[src/rtl/mul_pipe.sv]
`default_nettype none
// ============================================================================
// Module      : mul_pipe
// Description : Pipelined RISC-V M-extension multiplier (MUL/MULH/MULHSU/MULHU)
//               with valid/ready handshakes, tag passthrough and flush.
//               Define MUL_PIPE_OPCACHE_EN for a one-entry product cache.
// Revision    : 1.0 - initial release
// ============================================================================
module mul_pipe #(
    parameter int XLEN   = 32,
    parameter int STAGES = 2,
    parameter int TAG_W  = 5
) (
    input  logic             clk,
    input  logic             rst,
    input  logic             flush,
    input  logic             in_valid,
    output logic             in_ready,
    input  logic [1:0]       in_op,
    input  logic [XLEN-1:0]  in_a,
    input  logic [XLEN-1:0]  in_b,
    input  logic [TAG_W-1:0] in_tag,
    output logic             out_valid,
    input  logic             out_ready,
    output logic [XLEN-1:0]  out_res,
    output logic [TAG_W-1:0] out_tag,
    output logic             busy
);

    localparam int         C_PW        = 2 * XLEN + 2;
    localparam int         C_LAST      = STAGES - 1;
    localparam logic [1:0] C_OP_MUL    = 2'd0;
    localparam logic [1:0] C_OP_MULH   = 2'd1;
    localparam logic [1:0] C_OP_MULHSU = 2'd2;

    logic              w_en;
    logic              w_shift;
    logic              w_acc;
    logic              w_acc_pipe;
    logic              w_hit;
    logic              w_a_sx;
    logic              w_b_sx;
    logic              w_pipe_out;
    logic [STAGES-1:0] r_valid;
    logic [1:0]        r_op  [STAGES];
    logic [TAG_W-1:0]  r_tag [STAGES];
    logic [XLEN:0]     r_a1;
    logic [XLEN:0]     r_b1;
    logic [C_PW-1:0]   w_a_wide;
    logic [C_PW-1:0]   w_b_wide;
    logic [C_PW-1:0]   w_p0;
    logic [C_PW-1:0]   w_prod_last;
    logic [XLEN-1:0]   w_res_pipe;
    logic              w_unused_prod;

    assign w_en       = !out_valid || out_ready;
    assign w_shift    = w_en && !flush;
    assign in_ready   = w_shift;
    assign w_acc      = in_valid && in_ready;
    assign w_acc_pipe = w_acc && !w_hit;

    // Extend operands to XLEN+1 bits so one signed multiplier covers all four ops
    assign w_a_sx = ((in_op == C_OP_MULH) || (in_op == C_OP_MULHSU)) && in_a[XLEN-1];
    assign w_b_sx = (in_op == C_OP_MULH) && in_b[XLEN-1];

    always_ff @(posedge clk or posedge rst) begin
        if (rst) begin
            r_a1 <= '0;
            r_b1 <= '0;
        end else if (w_acc_pipe) begin
            r_a1 <= {w_a_sx, in_a};
            r_b1 <= {w_b_sx, in_b};
        end
    end

    always_ff @(posedge clk or posedge rst) begin
        if (rst) begin
            r_valid <= '0;
            for (int s = 0; s < STAGES; s++) begin
                r_op[s]  <= '0;
                r_tag[s] <= '0;
            end
        end else if (flush) begin
            r_valid <= '0;
        end else if (w_en) begin
            r_valid[0] <= w_acc_pipe;
            if (w_acc_pipe) begin
                r_op[0]  <= in_op;
                r_tag[0] <= in_tag;
            end
            for (int s = 1; s < STAGES; s++) begin
                r_valid[s] <= r_valid[s-1];
                r_op[s]    <= r_op[s-1];
                r_tag[s]   <= r_tag[s-1];
            end
        end
    end

    assign w_a_wide = {{(XLEN+1){r_a1[XLEN]}}, r_a1};
    assign w_b_wide = {{(XLEN+1){r_b1[XLEN]}}, r_b1};
    assign w_p0     = w_a_wide * w_b_wide;

    generate
        if (STAGES > 1) begin : g_prod_regs
            logic [C_PW-1:0] r_prod [STAGES-1];

            always_ff @(posedge clk or posedge rst) begin
                if (rst) begin
                    for (int s = 0; s < STAGES - 1; s++) begin
                        r_prod[s] <= '0;
                    end
                end else if (w_shift) begin
                    r_prod[0] <= w_p0;
                    for (int s = 1; s < STAGES - 1; s++) begin
                        r_prod[s] <= r_prod[s-1];
                    end
                end
            end

            assign w_prod_last = r_prod[STAGES-2];
        end else begin : g_prod_comb
            assign w_prod_last = w_p0;
        end
    endgenerate

    assign w_res_pipe    = (r_op[C_LAST] == C_OP_MUL) ? w_prod_last[XLEN-1:0]
                                                      : w_prod_last[2*XLEN-1:XLEN];
    assign w_unused_prod = &{1'b0, w_prod_last[C_PW-1:2*XLEN]};
    // Outputs are masked during flush so the consumer never takes a discarded op
    assign w_pipe_out    = r_valid[C_LAST] && !flush;

`ifdef MUL_PIPE_OPCACHE_EN
    logic [XLEN-1:0]   r_sa [STAGES];
    logic [XLEN-1:0]   r_sb [STAGES];
    logic              r_c_valid;
    logic [XLEN-1:0]   r_c_a;
    logic [XLEN-1:0]   r_c_b;
    logic [1:0]        r_c_op;
    logic [2*XLEN-1:0] r_c_prod;
    logic              r_h_valid;
    logic [XLEN-1:0]   r_h_res;
    logic [TAG_W-1:0]  r_h_tag;

    // Raw operands travel alongside each op so the cache can tag its product
    always_ff @(posedge clk or posedge rst) begin
        if (rst) begin
            for (int s = 0; s < STAGES; s++) begin
                r_sa[s] <= '0;
                r_sb[s] <= '0;
            end
        end else if (w_shift) begin
            if (w_acc_pipe) begin
                r_sa[0] <= in_a;
                r_sb[0] <= in_b;
            end
            for (int s = 1; s < STAGES; s++) begin
                r_sa[s] <= r_sa[s-1];
                r_sb[s] <= r_sb[s-1];
            end
        end
    end

    // Low product bits are signedness-independent, so MUL may reuse any entry
    assign w_hit = in_valid && in_ready && r_c_valid && !busy &&
                   (in_a == r_c_a) && (in_b == r_c_b) &&
                   ((in_op == C_OP_MUL) || (in_op == r_c_op));

    always_ff @(posedge clk or posedge rst) begin
        if (rst) begin
            r_c_valid <= 1'b0;
            r_c_a     <= '0;
            r_c_b     <= '0;
            r_c_op    <= '0;
            r_c_prod  <= '0;
        end else if (flush) begin
            r_c_valid <= 1'b0;
        end else if (w_pipe_out && out_ready) begin
            r_c_valid <= 1'b1;
            r_c_a     <= r_sa[C_LAST];
            r_c_b     <= r_sb[C_LAST];
            r_c_op    <= r_op[C_LAST];
            r_c_prod  <= w_prod_last[2*XLEN-1:0];
        end
    end

    always_ff @(posedge clk or posedge rst) begin
        if (rst) begin
            r_h_valid <= 1'b0;
            r_h_res   <= '0;
            r_h_tag   <= '0;
        end else if (flush) begin
            r_h_valid <= 1'b0;
        end else if (w_en) begin
            r_h_valid <= w_hit;
            if (w_hit) begin
                r_h_res <= (in_op == C_OP_MUL) ? r_c_prod[XLEN-1:0]
                                               : r_c_prod[2*XLEN-1:XLEN];
                r_h_tag <= in_tag;
            end
        end
    end

    assign out_valid = w_pipe_out || (r_h_valid && !flush);
    assign out_res   = r_h_valid ? r_h_res : w_res_pipe;
    assign out_tag   = r_h_valid ? r_h_tag : r_tag[C_LAST];
    assign busy      = (|r_valid) || r_h_valid;
`else
    assign w_hit     = 1'b0;
    assign out_valid = w_pipe_out;
    assign out_res   = w_res_pipe;
    assign out_tag   = r_tag[C_LAST];
    assign busy      = |r_valid;
`endif

endmodule
`default_nettype wire

[config.mk]
export PLATFORM = sky130hd
export DESIGN_NAME = mul_pipe
export DESIGN_NICKNAME = d
export VERILOG_FILES = /design/src/rtl/mul_pipe.sv
export SDC_FILE = /design/constraint.sdc
export NUM_CORES = 2
export LEC_CHECK = 0
export CELL_PAD_IN_SITES_DETAIL_PLACEMENT = 2
export CELL_PAD_IN_SITES_GLOBAL_PLACEMENT = 2
export CORE_ASPECT_RATIO = 0.8
export CORE_MARGIN = 1.5
export CORE_UTILIZATION = 40
export DETAILED_ROUTE_END_ITERATION = 16
export PLACE_DENSITY = 0.79
export SYNTH_ARGS = -nofsm -noshare
export SYNTH_HDL_FRONTEND = slang
export SYNTH_SLANG_ARGS = --single-unit
[constraint.sdc]
create_clock -name clk -period 20.6 [get_ports clk]
set_input_delay 4.12 -clock clk [delete_from_list [all_inputs] [get_ports clk]]
set_output_delay 4.12 -clock clk [all_outputs]
set_load 0.02 [all_outputs]
# ---- Word level (Yosys, flattened, before mapping)
# Index checks and enable logic that the tools add are counted.
# Widths: inputs -> output; s select.
dict set report classes {
  n_mul 1
  eq_ne 2
  mux 3
  bitwise_logic 1
  n_reduce_logical 14
}
# cell n
set ops {}
lappend ops {{$mul 33x33->64} 1}
lappend ops {{$mux 32} 1}
lappend ops {{$logic_and 1x1->1} 5}
lappend ops {{$mux 2} 2}
lappend ops {{$reduce_and 3->1} 1}
lappend ops {{$eq 2x1->1 const B} 1}
lappend ops {{$eq 2x2->1 const B} 1}
lappend ops {{$logic_not 1->1} 2}
lappend ops {{$logic_not 2->1} 1}
lappend ops {{$logic_or 1x1->1} 2}
lappend ops {{$reduce_and 2->1} 1}
lappend ops {{$reduce_bool 2->1} 1}
lappend ops {{$reduce_or 2->1} 1}
lappend ops {{$not 1->1} 1}
dict set report totals {
  regBits 146
  inputBits 76
  output_inout_bits 40
  word_cells 29
}

# ---- Depth between registers and ports, before layout
dict set report depth {
  word_depth 8
  ltp_mapped 29
  ltp_nobuf 26
}

# ---- Worst setup path before layout
# No wires, ideal clock.
dict set report synth_path {
  kind {in2out}
  startpoint {input port out_ready}
  endpoint {output port in_ready}
  t_arrival_ps 5439
  required_ps 16480
  slack_ps 11041
  stages 6
  path_buffers 3
  path_cell_list {nor2b_1 > or2_2 > clkbuf_1 > inv_1 > clkbuf_1 > buf_1}
}
dict set report synth_between {
  elab_chain_cells 2
}
# element line_no
set synth_lines {}
lappend synth_lines {{start: declaration} 24} ;# input logic out_ready,
lappend synth_lines {{$logic_or 1x1->1} 56} ;# assign w_en = !out_valid || out_ready;
lappend synth_lines {{$logic_and 1x1->1} 57} ;# assign w_shift = w_en && !flush;
lappend synth_lines {{end: declaration} 18} ;# output logic in_ready,
# Every way passes these cells.

# ---- Final worst setup path
# Same ends and word-level chain as after synthesis.

==> flow_summary.toml <==
[finish]
syn_to_final_growth_pct = 6.774
nFillCells = 11730
drive_above_1_share = 0.03435
regArea_mm2 = 0.003690
layout_common_cells = "fa_1 (1125), inv_1 (1097), nand2_1 (869)"
multi_input_area_mm2 = 0.03527
finalNetCount = 6088
final_common_cell = "fa_1"

[sta]
tightest_slew_ps = 1288
period_needed_ps = 9987
rsz0062_at_grt = "no"
max_slew_margin = 0.1413
fmax_mhz = 100.1
finalSetupViolCount = 0
fin_crit_sh = 0.4848
report.final.slew_viol_count = 0
skew_ps = 30.16
finalHoldViolations = 0
tns_ps = 0

[floorplan]
coreArea_mm2 = 0.1088
die_h_um = 299.8
die_x_um = 373.9
die-area_mm2 = 0.1121
num_rows = 108
io_pins = 116
start_util = 0.4048

[cts]
root_buffer = "clkbuf_16"
cts_hold_buf = 0
clock-sinks = 146
numCtsBuffers = 17
cts_tree = "built"
worstSkewPairLatency_ps = 540
cts_resized = 0
htreeDepth = 4
clkTransAtPathRegs_ps = 70
clock_path_buffers = 2
cts_setup_buffers = 0

[place]
place.gp.congestion = 0.8441
portBuffers = 115
dp_hpwl_um = 123200

[yosys]
synthDistinctLibCells = 63
synthSimpleGateAreaFrac = 0.1689
synth_compound_area_frac = 0.03788
syn_area_mm2 = 0.04403
synth-seq-area-share = 0.08297
synth_edf_count = 0
syn_area_per_cell_um2 = 9.262
synthCells = 4754
synth_fp_nets = 6168
synth_warnings = 0
async_reset_ff_frac = 1.000
synth-main-ff-cell = "dfrtp_1"
synth_xor_area_frac = 0.01333
muxShareOfSynthArea = 0.008439
synth_top_family_by_area = "adder cells"
synthAdderAreaFrac = 0.5720
synth_seq_cells = 146

[routing]
drt-total-wl_um = 154300
detail_route.first_pass.iterations = 5
wl_per_cell_um = 25.21
drc = 0
vias = 32220
vias_per_cell = 5.264
postRouteAntennaNets = 0
drt_iter0_drc = 1481

[worst_setup_path]
critical_path_class = "input port to primary output"
endpoint_kind = "primary output"
arrival_ps = 5870
required_ps = 16480
worstPathMaxFanout = 46
reg2reg_depth = 20
start_kind = "input port"

[hold_path]
hold_depth = 2
hp-class = "register to register"

[job]
maxCapViolations = 0

[grt]
grt_start_max_net_pins = 84
track_usage = 0.2879
grt_first_pass_wirelength_um = 242400
overflow = 0
antenna_found_initial = 6
grt_pass1_vias = 40280

[status]
status = "finished clean"
[Yosys cell counts (4+ instances only)]
master     instances  area, um2
fa_1            1125      22520
inv_1           1098       4121
nand2_1          870       3266
and2_1           547       3422
clkbuf_1         249      934.7
ha_1             213       2665
dfrtp_1          146       3654
o21ai_0           78      390.4
a21oi_1           62      310.3
xnor2_1           40      350.3
nor2_1            34      127.6
mux2_2            33      371.6
nor2b_1           28      175.2
a21o_1            27      202.7
xor2_1            27      236.5
nand4_1           17      106.4
nand3_1           16      80.08
nand2b_1          13      81.33
o211ai_1          12      90.09
nor3_1            11      55.05
o21a_1             8      60.06
and3_1             7      43.79
a211oi_1           6      45.04
buf_1              5      18.77
buf_4              5      37.54
o2111ai_1          5      43.79
o31ai_1            5      37.54
a211o_1            4      35.03
a31oi_1            4      25.02
or2_2              4      25.02
[cells by family after synthesis]
| kind of cell | after synthesis |
|---|---|
| and+or+nand+nor | 1554 |
| buffers and inverters | 1360 |
| adders and majority gates | 1338 |
| AOI/OAI and AO/OA | 256 |
| DFF | 146 |
| xor gates and xnor gates | 67 |
| muxes | 33 |
[metrics by stage]
| step | instance area [um2] | hold WS, ps | std cells | setup WS (ps) | utilization |
|---|---|---|---|---|---|
| final | 47020 | 482.3 | 6121 | 10610 | 0.4322 |
| after global routing | 47010 | 510.6 | 6118 | 10470 | 0.4321 |
| after global placement | 46380 | 447.1 | 6085 | 10570 | 0.4264 |
| after detailed placement | 46380 | 459.9 | 6085 | 10570 | 0.4264 |
| after floorplan | 44030 | 433.1 | 4754 | 11040 | - |
| after CTS | 47010 | 484.7 | 6117 | 10570 | 0.4321 |
[registers in the layout, indices dropped and copies added (netlist names)]
name	cells
out_tag	5
r_tag	5
g_prod_regs.r_prod	64
r_valid	2
r_op	4
r_b1	33
r_a1	33
[final cells by class]
cell class,count,share of cell area
multi-input combinational,3248,0.7501
inverter,1098,0.08777
sequential,146,0.07848
tap,1430,0.03806
timing repair buffer,163,0.03215
clock buffer,17,0.009048
clock inverter,15,0.004178
antenna,4,0.0002129
[routing by layer]
layer	vias up	part of all wire	track usage
met1	17760	0.40	0.3544
met2	714	0.53	0.5214
met3	279	0.035	0.03117
li1	13470	-	-
met5	-	0	0
met4	0	0.039	0.1062
[critical path, cell delays in order]
cell and delay, ps:
clkdlybuf4s50_1 420, nor2b_1 170, or2_4 470, inv_1 110, clkdlybuf4s50_1 560
[final timing paths]
path	from	end	slack [ps]
setup / recovery	out_ready	in_ready	10610
max in group asynchronous	rst	r_a1[13]	15280
hold / removal	g_prod_regs.r_prod[3]	g_prod_regs.r_prod[3]	480
min in group asynchronous	rst	r_valid[0]	4020
setup reg to reg	r_b1[2]	g_prod_regs.r_prod[61]	11170
hold reg to reg	g_prod_regs.r_prod[3]	g_prod_regs.r_prod[3]	480
Power is left out: the tool's default activity adds up to more than one toggle a clock period on the data nets, which glitch-free logic cannot reach.
